`config.mk`:
```
export PLATFORM = sky130hd
export DESIGN_NAME = div_unit
export DESIGN_NICKNAME = d
export VERILOG_FILES = /design/src/rtl/div_pkg.sv /design/src/rtl/div_step.sv /design/src/rtl/div_unit.sv
export SDC_FILE = /design/constraint.sdc
export NUM_CORES = 1
export LEC_CHECK = 0
export CAP_MARGIN = 20
export CORE_MARGIN = 5
export CORE_UTILIZATION = 48
export DETAILED_ROUTE_END_ITERATION = 7
export PLACE_DENSITY = 0.67
export SETUP_SLACK_MARGIN = 0.2
export SLEW_MARGIN = 20
export SYNTH_ARGS = -nofsm -noshare
export SYNTH_HDL_FRONTEND = slang
export SYNTH_SLANG_ARGS = --single-unit
```
`constraint.sdc`:
```
create_clock -name clk -period 13.4 [get_ports clk]
set_input_delay 2.68 -clock clk [delete_from_list [all_inputs] [get_ports clk]]
set_output_delay 2.68 -clock clk [all_outputs]
set_load 0.01 [all_outputs]
```
`src/rtl/div_pkg.sv`:
```
// Shared types and constants for the RV32M multi-cycle divider.
package div_pkg;

  typedef enum logic [1:0] {
    DIV  = 2'b00,
    DIVU = 2'b01,
    REM  = 2'b10,
    REMU = 2'b11
  } div_op_t;

  typedef enum logic [1:0] {
    IDLE = 2'b00,
    CALC = 2'b01,
    DONE = 2'b10
  } div_state_t;

  localparam int DIV_MAX_XLEN = 64;
  localparam logic [DIV_MAX_XLEN-1:0] DIV_BY_ZERO_Q = '1;

  function automatic logic isSignedOp(input div_op_t op);
    return ~op[0];
  endfunction

  function automatic logic isRemOp(input div_op_t op);
    return op[1];
  endfunction

endpackage

```
`src/rtl/div_step.sv`:
```
// One radix-2 restoring iteration: shift in a dividend bit, subtract the divisor if it fits.
module div_step
  import div_pkg::*;
#(
  parameter int XLEN = 32
) (
  input  logic [XLEN-1:0] remIn,
  input  logic [XLEN-1:0] divisor,
  input  logic            dividendBit,
  output logic [XLEN-1:0] remOut,
  output logic            qBit
);

  logic [XLEN:0] shifted;
  logic [XLEN:0] diff;

  // remIn < divisor always holds, so the shifted value fits in XLEN+1 bits
  // and the top bit of diff is a clean borrow flag.
  always_comb begin
    shifted = {remIn, dividendBit};
    diff    = shifted - {1'b0, divisor};
    qBit    = ~diff[XLEN];
    remOut  = qBit ? diff[XLEN-1:0] : shifted[XLEN-1:0];
  end

endmodule

```
`src/rtl/div_unit.sv`:
```
// Multi-cycle RV32M divider (DIV/DIVU/REM/REMU) with hazard-unit stall/flush handshake.
// Optional macro DIV_EARLY_OUT_EN finishes in one cycle when |dividend| < |divisor|.
module div_unit
  import div_pkg::*;
#(
  parameter int XLEN = 32
) (
  input  logic            clk,
  input  logic            reset,
  input  logic            StartE,
  input  div_op_t         FunctE,
  input  logic [XLEN-1:0] SrcAE,
  input  logic [XLEN-1:0] SrcBE,
  input  logic            FlushE,
  output logic            BusyE,
  output logic            DoneE,
  output logic [XLEN-1:0] ResultE
);

  localparam int CW = $clog2(XLEN) + 1;
  localparam logic [XLEN-1:0] MIN_NEG = {1'b1, {(XLEN-1){1'b0}}};

  div_state_t      state;
  logic [CW-1:0]   count;
  logic            opRem;
  logic            negQ;
  logic            negR;
  logic [XLEN-1:0] quot;
  logic [XLEN-1:0] rem;
  logic [XLEN-1:0] divisor;

  logic            signedIn;
  logic            signA;
  logic            signB;
  logic [XLEN-1:0] magA;
  logic [XLEN-1:0] magB;
  logic            specialHit;
  logic [XLEN-1:0] specQ;
  logic [XLEN-1:0] specR;
  logic [XLEN-1:0] remStep;
  logic            qBitStep;
  logic [XLEN-1:0] quotNext;

  function automatic logic [XLEN-1:0] signFix(input logic [XLEN-1:0] v, input logic neg);
    return neg ? (XLEN)'(-v) : v;
  endfunction

  div_step #(.XLEN(XLEN)) uStep (
    .remIn      (rem),
    .divisor    (divisor),
    .dividendBit(quot[XLEN-1]),
    .remOut     (remStep),
    .qBit       (qBitStep)
  );

  assign quotNext = {quot[XLEN-2:0], qBitStep};
  assign BusyE    = ((state == IDLE) && StartE && !FlushE) || (state == CALC);

  // Operand conditioning and the one-cycle shortcut cases; shortcut results carry no sign fix-up.
  always_comb begin
    signedIn   = isSignedOp(FunctE);
    signA      = signedIn & SrcAE[XLEN-1];
    signB      = signedIn & SrcBE[XLEN-1];
    magA       = signA ? (XLEN)'(-SrcAE) : SrcAE;
    magB       = signB ? (XLEN)'(-SrcBE) : SrcBE;
    specialHit = 1'b0;
    specQ      = '0;
    specR      = '0;
    if (SrcBE == '0) begin
      specialHit = 1'b1;
      specQ      = DIV_BY_ZERO_Q[XLEN-1:0];
      specR      = SrcAE;
    end else if (signedIn && (SrcAE == MIN_NEG) && (SrcBE == '1)) begin
      specialHit = 1'b1;
      specQ      = MIN_NEG;
      specR      = '0;
    end
`ifdef DIV_EARLY_OUT_EN
    else if (magA < magB) begin
      specialHit = 1'b1;
      specQ      = '0;
      specR      = SrcAE;
    end
`endif
  end

  always_ff @(posedge clk) begin
    if (reset) begin
      state   <= IDLE;
      count   <= '0;
      opRem   <= 1'b0;
      negQ    <= 1'b0;
      negR    <= 1'b0;
      quot    <= '0;
      rem     <= '0;
      divisor <= '0;
      ResultE <= '0;
      DoneE   <= 1'b0;
    end else if (FlushE) begin
      state <= IDLE;
      count <= '0;
      DoneE <= 1'b0;
    end else begin
      case (state)
        IDLE: begin
          DoneE <= 1'b0;
          if (StartE) begin
            opRem   <= isRemOp(FunctE);
            divisor <= magB;
            if (specialHit) begin
              quot    <= specQ;
              rem     <= specR;
              negQ    <= 1'b0;
              negR    <= 1'b0;
              ResultE <= isRemOp(FunctE) ? specR : specQ;
              DoneE   <= 1'b1;
              state   <= DONE;
            end else begin
              quot  <= magA;
              rem   <= '0;
              negQ  <= signA ^ signB;
              negR  <= signA;
              count <= CW'(XLEN);
              state <= CALC;
            end
          end
        end
        CALC: begin
          quot  <= quotNext;
          rem   <= remStep;
          count <= count - CW'(1);
          if (count == CW'(1)) begin
            ResultE <= opRem ? signFix(remStep, negR) : signFix(quotNext, negQ);
            DoneE   <= 1'b1;
            state   <= DONE;
          end
        end
        DONE: begin
          DoneE <= 1'b0;
          state <= IDLE;
        end
        default: state <= IDLE;
      endcase
    end
  end

  // The hazard unit keeps the instruction in E while we are busy.
  assert property (@(posedge clk) disable iff (reset)
    ((state == CALC) && !FlushE) |-> StartE);

endmodule

```
==> flow_metrics.py <==
metrics = {
    "synth": {
        "yosys.area_share.simple_pct": 24.9,
        "synth_common_cells": "nor2_1 (204), nand2_1 (198), dfxtp_1 (140)",
        "synth_cell_types": 87,
        "synth-seq-cells": 140,
        "postSynthCellCount": 1675,
        "synthMostInstantiatedCell": "nor2_1",
        "seq_area_frac_synth_pct": 23.4,
        "yosysWarnings": 0,
        "synth.avg_cell_area_um2": 7.15,
        "synth_compound_area_share_pct": 29.8,
        "synth-xor-area-share_pct": 9.72,
        "synth_top_family_by_area": "compound AO/OA/AOI/OAI gates",
        "synth_adder_area_share_pct": 4.55,
        "synth_top_area_cell": "dfxtp_1",
        "synth_mux_area_share_pct": 2.21,
        "synthTopCellsByArea": "dfxtp_1 (23%), nor2_1 (6.4%), nand2_1 (6.2%)",
        "syn_area_um2": 12000,
        "synth_edf_count": 0,
        "synthFlopType": "dfxtp_1",
        "synth_top_area_share_pct": 23.4,
        "async_reset_ff_share_pct": 0,
        "syn-num-nets": 1788,
    },
    "pwr": {
        "power_density_nw_per_um2": 118,
        "pwr-share-seq_pct": 28.6,
        "p_sw_w": 0.000645,
        "p_leak_nw": 4.83,
        "comb_power_share_pct": 40.2,
        "swShare_pct": 39.6,
        "vdd_drop_max_mv": 0.0929,
        "clockPowerShare_pct": 31.2,
        "p_int_w": 0.000982,
    },
    "grt": {
        "track_usage_pct": 28.2,
        "grt_pass1_vias": 11900,
        "grt_max_degree": 87,
        "grt_pass1_wl_mm": 65.1,
        "grt_overflow": 0,
        "antenna_found_initial": 0,
    },
    "clock_network": {
        "cts_buffers": 17,
        "hold_buffers": 0,
        "cts_resized": 0,
        "clock_path_buffers": 2,
        "cts_tree": "built",
        "insertion_delay_ns": 0.44,
        "clkTransAtPathRegs_ns": 0.06,
        "post-cts-setup-buffers": 0,
        "cts-htree-levels": 4,
        "cts_root_buf": "clkbuf_16",
        "clock-sinks": 140,
    },
    "floorplan": {
        "pin_count": 104,
        "die_w_um": 168,
        "row_count": 57,
        "dieArea_um2": 28200,
        "dieHeight_um": 168,
        "core_area_um2": 24500,
        "start_util_pct": 49.0,
    },
    "setup_path": {
        "reg2regPathDepth": 24,
        "crit_type": "in -> out",
        "path_cells": "clkdlybuf4s50_1 -> nand2_1 -> or2_2 -> nand2_1 -> clkdlybuf4s50_1",
        "crit_required_ns": 10.72,
        "crit_start": "StartE",
        "crit_path_start_kind": "input pin",
        "crit_fanout": 7,
        "slowest_stage": "clkdlybuf4s50_1",
        "arrival_ns": 4.55,
        "timing.rr.start": "quot[31]$_SDFFE_PP0P_",
        "max_stage_delay_ns": 0.58,
        "crit_path_end_kind": "output pin",
    },
    "sta": {
        "worstMarginPinSlew_ns": 1.05,
        "clock.fmax_mhz": 138,
        "setup_slack_ns": 6.17,
        "post-route-period-util_pct": 54.0,
        "hold_viol": 0,
        "slew_viol_final": 0,
        "skew_ns": 0.0175,
        "setup_viol": 0,
        "setup_tns_ns": 0,
        "rsz0062_at_grt": "false",
        "period_needed_ns": 7.23,
        "relSlewSlack_pct": 30.0,
    },
    "finish": {
        "num_antenna_cells": 0,
        "utilization_pct": 56.3,
        "layout-drive-gt1-share_pct": 5.10,
        "areaGrowthSynthToFinish_pct": 14.9,
        "instances_no_fill": 2048,
        "num-nets-final": 1826,
    },
    "route": {
        "routed_wl_mm": 41.2,
        "routedWlPerCell_um": 20.1,
        "viasPerCell": 6.33,
        "ant_nets": 0,
        "dr.pass1.iters": 6,
        "dr.first_iter.drc_count": 1302,
        "drc": 0,
        "via_count": 13000,
    },
    "hold_path": {
        "hold_path.class": "reg -> reg",
        "hp-start": "quot[23]$_SDFFE_PP0P_",
        "hold_depth": 2,
    },
    "placed_design": {
        "placed_cells": 2018,
        "place_ws_ns": 6.03,
        "dp_hpwl_mm": 30.9,
        "gp_congestion": 0.953,
        "io_buffers": 103,
    },
    "flow_run": {
        "maxCapViolCount": 0,
    },
    "outcome": {
        "status": "completed",
    },
}
==> critical path, delay by kind of cell <==
kind          cells  cell delay (ns)
buf+inv           2             1.14
simple gates      3             0.73
==> path summary, 6_finish.rpt <==
path	endpoint	slack [ns]
worst max-delay path	BusyE	6.17
worst min-delay path	quot[23]$_SDFFE_PP0P_	0.46
worst max register to register	ResultE[30]$_SDFFE_PP0P_	7.49
worst min register to register	quot[23]$_SDFFE_PP0P_	0.46
==> cells by family after synthesis <==
logic type,Yosys count
xor+xnor,133
mux,26
simple gates,640
flops,140
buf+inv,166
compound gates,527
fa+ha+maj,43
==> registers in the layout (all words and copies together), names as in the netlist <==
register / count
state: 2
rem: 32
negQ: 1
DoneE: 1
ResultE: 32
divisor: 32
opRem: 1
count: 6
quot: 32
negR: 1
==> layout make-up <==
cell class	count	area (µm²)
fill	2408	10700
multi-input combinational	1369	8540
sequential	140	2800
timing repair buffer	121	1160
clock buffer	19	453
tap	324	405
inverter	64	240
clock inverter	11	158
==> power by group through the flow <==
| stage | registers [W] | logic (W) | clock network (W) |
|---|---|---|---|
| 4_1_cts | 0.000465 | 0.000642 | 0.000514 |
| 6_report | 0.000465 | 0.000654 | 0.000508 |
| 2_1_floorplan | 0.000466 | 0.000465 | 0 |
| 3_3_place_gp | 0.000473 | 0.000632 | 0 |
| 3_5_place_dp | 0.000474 | 0.000639 | 0 |
| 5_1_grt | 0.000468 | 0.000712 | 0.000534 |
==> layer usage <==
layer  GRT usage [%]  part of all wire (%)  vias to the layer above
met4            9.53                   3.0                        0
met3            5.04                   8.0                       94
met2            44.0                    45                      604
met5               0                     0                        -
met1            39.2                    44                     6075
li1                -                     -                     6181
==> stage by stage <==
stage	hold WS, ns	power [W]	instance area (µm²)
after detailed placement	0.449	0.00111	13200
after global routing	0.497	0.00171	13800
final	0.458	0.00163	13800
after floorplan	0.432	0.000931	12000
after CTS	0.461	0.00162	13800
after global placement	0.442	0.00111	13200
==> cells in the final DEF, fill, tap and decap left out, types with 20 or more instances in the layout <==
master           instances
o31ai_1                 28
nand2b_1                21
clkdlybuf4s50_1        102
inv_1                   60
a21oi_1                127
o211ai_1                41
a211oi_1                39
nor3_1                  60
a221oi_1                20
mux2i_1                 22
nand2_1                198
xor2_1                  74
xnor2_1                 59
dfxtp_1                140
or4_1                   20
nand3_1                 25
nor2_1                 202
nand4_1                 22
o21ai_0                117
ha_1                    41
Note: power is estimated with default switching activity, not from simulation.
